--- config.mk ---
export PLATFORM = sky130hd
export DESIGN_NAME = mode_cfg_seq
export DESIGN_NICKNAME = d
export VERILOG_FILES = /design/src/rtl/mode_cfg_seq.sv
export SDC_FILE = /design/constraint.sdc
export NUM_CORES = 1
export LEC_CHECK = 0
export CORE_MARGIN = 10
export CORE_UTILIZATION = 46
export CTS_BUF_LIST = sky130_fd_sc_hd__clkbuf_8
export DETAILED_ROUTE_END_ITERATION = 12
export GPL_TIMING_DRIVEN = 0
export PLACE_DENSITY = 0.83
export SKIP_LAST_GASP = 1
export SLEW_MARGIN = 0
export SYNTH_ARGS = -nofsm -noshare
export SYNTH_HDL_FRONTEND = slang
export SYNTH_SLANG_ARGS = --single-unit
--- constraint.sdc ---
create_clock -name clk -period 1.7 [get_ports clk]
set_input_delay 0.34 -clock clk [delete_from_list [all_inputs] [get_ports clk]]
set_output_delay 0.34 -clock clk [all_outputs]
set_load 0.03 [all_outputs]
--- src/rtl/mode_cfg_seq.sv ---
// Configuration sequencer: on start, writes NUM_REGS mode-tagged words to the
// test-mode register bank over a valid/ready port, flagging a sticky error on stall timeout.
module mode_cfg_seq #(
    parameter int NUM_REGS = 4,
    parameter int ADDR_W   = 4,
    parameter int DATA_W   = 8,
    parameter int TIMEOUT  = 15
) (
    input  logic              clk,
    input  logic              rst,
    input  logic              start,
    input  logic              user_mode,
    output logic              cfg_valid,
    input  logic              cfg_ready,
    output logic [ADDR_W-1:0] cfg_addr,
    output logic [DATA_W-1:0] cfg_data,
    output logic              busy,
    output logic              done,
    output logic              error
);

    typedef enum logic [1:0] {
        IDLE  = 2'd0,
        WRITE = 2'd1,
        DONE  = 2'd2,
        ERR   = 2'd3
    } state_t;

    localparam int STALL_W = $clog2(TIMEOUT + 1);
    localparam logic [ADDR_W-1:0]  LAST_ADDR  = ADDR_W'(NUM_REGS - 1);
    localparam logic [STALL_W-1:0] STALL_LAST = STALL_W'(TIMEOUT - 1);
    localparam logic [STALL_W-1:0] STALL_MAX  = STALL_W'(TIMEOUT);

    state_t             state, state_nxt;
    logic [ADDR_W-1:0]  addr_q, addr_nxt;
    logic [STALL_W-1:0] stall_q, stall_nxt;
    logic               mode_q, mode_nxt;

    always_ff @(posedge clk) begin
        if (rst) begin
            state   <= IDLE;
            addr_q  <= '0;
            stall_q <= '0;
            mode_q  <= 1'b0;
        end else begin
            state   <= state_nxt;
            addr_q  <= addr_nxt;
            stall_q <= stall_nxt;
            mode_q  <= mode_nxt;
        end
    end

    // Valid/ready: a write transfers on any edge where cfg_valid and cfg_ready are
    // both high; while stalled, addr/data are held and valid only drops on timeout.
    always_comb begin
        state_nxt = state;
        addr_nxt  = addr_q;
        stall_nxt = stall_q;
        mode_nxt  = mode_q;
        case (state)
            WRITE: begin
                if (cfg_ready) begin
                    stall_nxt = '0;
                    if (addr_q == LAST_ADDR) begin
                        state_nxt = DONE;
                    end else begin
                        addr_nxt = addr_q + 1'b1;
                    end
                end else if (stall_q >= STALL_LAST) begin
                    // Saturate at TIMEOUT; address is kept for post-mortem debug.
                    stall_nxt = STALL_MAX;
                    state_nxt = ERR;
                end else begin
                    stall_nxt = stall_q + 1'b1;
                end
            end
            default: begin
                if (start) begin
                    state_nxt = WRITE;
                    mode_nxt  = user_mode;
                    addr_nxt  = '0;
                    stall_nxt = '0;
                end
            end
        endcase
    end

    always_comb begin
        cfg_data             = '0;
        cfg_data[DATA_W-1]   = mode_q;
        cfg_data[ADDR_W-1:0] = addr_q;
    end

    assign cfg_valid = (state == WRITE);
    assign busy      = (state == WRITE);
    assign done      = (state == DONE);
    assign error     = (state == ERR);
    assign cfg_addr  = addr_q;

endmodule

# Word-level counts from Yosys, hierarchy flattened
# Cells that the tools add are included.
# op_classes
addsub,2
order_cmp,1
n_eq_ne,8
n_mux,12
n_bitwise,1
n_reduce_logical,4
# ops
op,count
$mux 4,7
$mux 2,5
$add 4x1->4 const B,2
$ne 3x2->1 const B,2
$reduce_and 3->1,2
$eq 2x2->1 const B,2
$eq 4x2->1 const B,1
$ge 4x4->1 const B,1
$ne 2x2->1 const B,2
$eq 2x1->1 const B,1
$reduce_and 2->1,1
$reduce_bool 2->1,1
$not 1->1,1
# word_totals
regBits,11
inputBits,5
output_inout_bits,16

# Logic depth before layout (Yosys ltp)
# Gate-level depths: netlist of the first run.
# logic_depth
depth_word,4
depth_mapped,6
depth_no_buf,6

# Worst setup path after synthesis of the first run
# No wires, ideal clock.
# synth_path
kind,reg2reg
from,"reg addr_q[1], in the netlist cfg_addr[1]"
to,reg state[1]
setup_time_ns,0.066
arrival_ns,1.434
t_required_ns,1.634
path_slack_ns,0.200
stages_incl_launch_ff,6
n_path_buf,0
synth_period_minus_slack_ns,1.500
cell_sequence,dfxtp_1 ha_1 nor3b_4 nor3b_2 a211o_1 a21oi_2
# synth_via
elab_chain_cells,3
# synth_lines
element,line_no,text
start: declaration,35,"logic [ADDR_W-1:0] addr_q, addr_nxt;"
start signal: assignment,47,addr_q <= addr_nxt;
$eq 4x2->1,64,if (addr_q == LAST_ADDR) begin
$ne 3x2->1 (no source line),--,
$reduce_and 3->1 (no source line),--,
end signal: assignment,46,state <= state_nxt;
end: declaration,34,"state_t state, state_nxt;"
# Every way passes these cells.
# A chain may end at the register's enable or synchronous reset.

# Worst setup path in the final report of the first run
# layout_path
from,reg state[0]
to,out busy
# layout_via
elab_chain_cells,1
# layout_lines
element,line_no,text
$eq 2x1->1,95,assign busy = (state == WRITE);
end: declaration,17,"output logic busy,"
# Every way passes these cells.

==> reports/qor.txt, run 1 <==
outcome: finished clean
fin crit period: 1.62 ns
drt pass-1 iters: 4
ys async rst share: 0%
Max clock buf depth: 2
Logic pwr share: 18.8%
Crit path arrival time: 1.28 ns
Layout area overhead: 35.0%
CTS tree: yes
fillcell total: 120
met3 track demand over resource: 4.87%
vias in the first global route: 569
largest net degree at the start of global routing: 10
share of cells above drive strength 1: 22.1%
post-synthesis average cell area: 8.72 um2
Worst Setup Path Type: flop to output port
P_int: 0.473 mW
vias: 554
ranking of synthesized cells by area: dfxtp_1 (35%), buf_4 (11%), ha_1 (5.9%), nor2_1 (4.7%), a21oi_1 (3.9%)
DR vias/cell: 5.04
Power Density: 759 nW/um2
dpl hpwl: 1.14 mm
# rows: 13
RSZ-0062 raised after global routing: no
register area share after synthesis: 34.6%
worst-case hold slack: 0.450 ns
ys flop type: dfxtp_1
TNS Setup: 0 ns
Synth top area share: 34.6%
final WL: 1.48 mm
Crit. End Element: output port
Die X: 57.2 um
initial core utilization: 48.9%
yosys warns: 0
Placed Cells incl. Taps: 106
clock-pin slew on the worst setup and hold paths: 0.05 ns
Switching Share: 27.5%
Synth cell types: 31
Seq pwr share: 42.1%
# DRC: 0
number of buffers added on ports: 16
ANT nets after route: 0
global route overflow: 0
clk root buf: clkbuf_8
final hold violation count: 0
GRT Max-Usage Layer: met2
FMAX: 0.618 GHz
Place WS: -0.0338 ns
# H-tree levels: 1
DR WL/cell: 13.5 um
first-pass GRT wire length: 2.57 mm
Critical Path Source: state[0]
Synth Register Bits: 11
Critical Path Fanout Max: 7
post-CTS setup repair buffer count: 0
DIE HEIGHT: 57.2 um
Max Slew Vio Count: 0
Clock Latency Late Sink: 0.24 ns
storage element area: 220 um2
Startpoint Class: flop
Net Switching: 0.179 mW
R2R Path Start: cfg_addr[0]
post-synthesis cell count: 73
Tcrit/Tclk final: 95.1%
Critical Path RT: 1.36 ns
worst hold path type: input port to flop
io pins: 21
Pleak: 0.455 nW
Layout Nets: 104
Post-synth EDFFs: 0
Netlist Area Pre-Place: 637 um2
final setup fails: 0
hold path start: rst
final worst slack: 0.0825 ns
Fin Clk Skew: 0.000948 ns
count leader, synth: dfxtp_1
Antenna diodes: 0
clock share of power: 39.1%
DRT iter0 DRCs: 19
Die ar.: 3270 um2
GPL Wtd Cong: 0.665
cell taking the most area after synthesis: dfxtp_1
area used by multi-input combinational logic: 338 um2
Finished Layout Cells: 110
Commonest cells post-synth: dfxtp_1 (11), buf_4 (9), nor2_1 (8)
CTS Buf Count: 3
initial antenna violation count: 0
grt met1 use: 10.6%
maximum vdd drop: 0.510 mV
all-layer global routing usage: 9.59%
max-cap viol count: 0
Core ar.: 1300 um2
CTS sink cnt: 11
GR Util met2: 14.4%
Core Util, Final: 66.1%
## area by class of cell
class | instances | share of cell area (%)
inverters | 4 | 1.75
clock buffers | 3 | 4.80
flip-flops and latches | 11 | 25.6
clock inverters | 1 | 0.437
well taps | 15 | 2.18
repair buffers | 16 | 17.6
multi-input cells | 50 | 39.3
plain buffers | 10 | 8.30
## per-stage QoR
step	cell area (um2)	power [mW]
floorplan	644	0.366
global placement	823	0.407
detailed placement	823	0.409
CTS	856	0.655
global route	860	0.679
finish	860	0.653
## cells in the final DEF (no fill, tap or decap), drive strengths merged, types with 4 or more instances in the layout
master | Yosys | routed
clkbuf | 0 | 4
dlygate4sd2 | 0 | 9
buf | 10 | 10
inv | 4 | 5
nor2 | 10 | 10
dfxtp | 11 | 11
a21oi | 6 | 6
nand2 | 4 | 4
## state kept, by name, indices dropped and copies added (netlist names)
signal,cells
cfg_addr,4
stall_q,4
mode_q,1
state,2
## cells by family after synthesis
logic type,share of synthesized area (%)
xor gates and xnor gates,2.75
DFF,34.6
AOI/OAI and AO/OA,14.3
and+or+nand+nor,25.1
adders and majority gates,5.89
other,0.589
muxes,3.14
buffers and inverters,13.6
## power groups by stage
stage / clock network, mW / registers [mW] / logic (mW)
after floorplan: 0 / 0.282 / 0.0849
after global placement: 0 / 0.280 / 0.127
after detailed placement: 0 / 0.280 / 0.129
after CTS: 0.256 / 0.275 / 0.124
after global routing: 0.269 / 0.276 / 0.134
final: 0.255 / 0.275 / 0.123
## worst max-delay path, cell delays in order, from the launching register on
cell and delay, ns:
dfxtp_1 0.40, nand2b_4 0.11, inv_2 0.12, dlygate4sd2_1 0.41
## layer usage
metal	wire [um]	vias to the layer above
met5	0	-
met2	719	21
met3	127	7
li1	-	280
met1	598	246
met4	35	0
## final timing paths
path                 end  slack (ns)  depth (start not counted)
max                 busy        0.08                          3
min          cfg_addr[1]        0.45                          2
max reg2reg  cfg_addr[0]        0.22                          5
min reg2reg       mode_q        0.46                          2
## timing repair
action	in CTS	in global routing
pin swaps	0	0
endpoints found under the setup margin	10	4
hold buffers	0	0
gates resized for setup	10	5
No activity file was read; power rests on OpenSTA's default activity.
==> run 2, diff against run 1 <==
--- a/config.mk
+++ b/config.mk
@@ -10,6 +10,7 @@
 export CTS_BUF_LIST = sky130_fd_sc_hd__clkbuf_8
 export DETAILED_ROUTE_END_ITERATION = 12
 export GPL_TIMING_DRIVEN = 0
+export HOLD_SLACK_MARGIN = 0.15
 export PLACE_DENSITY = 0.83
 export SKIP_LAST_GASP = 1
 export SLEW_MARGIN = 0
==> results of run 2 <==
Same layout as run 1: the final DEF is identical, and so are final timing and power.
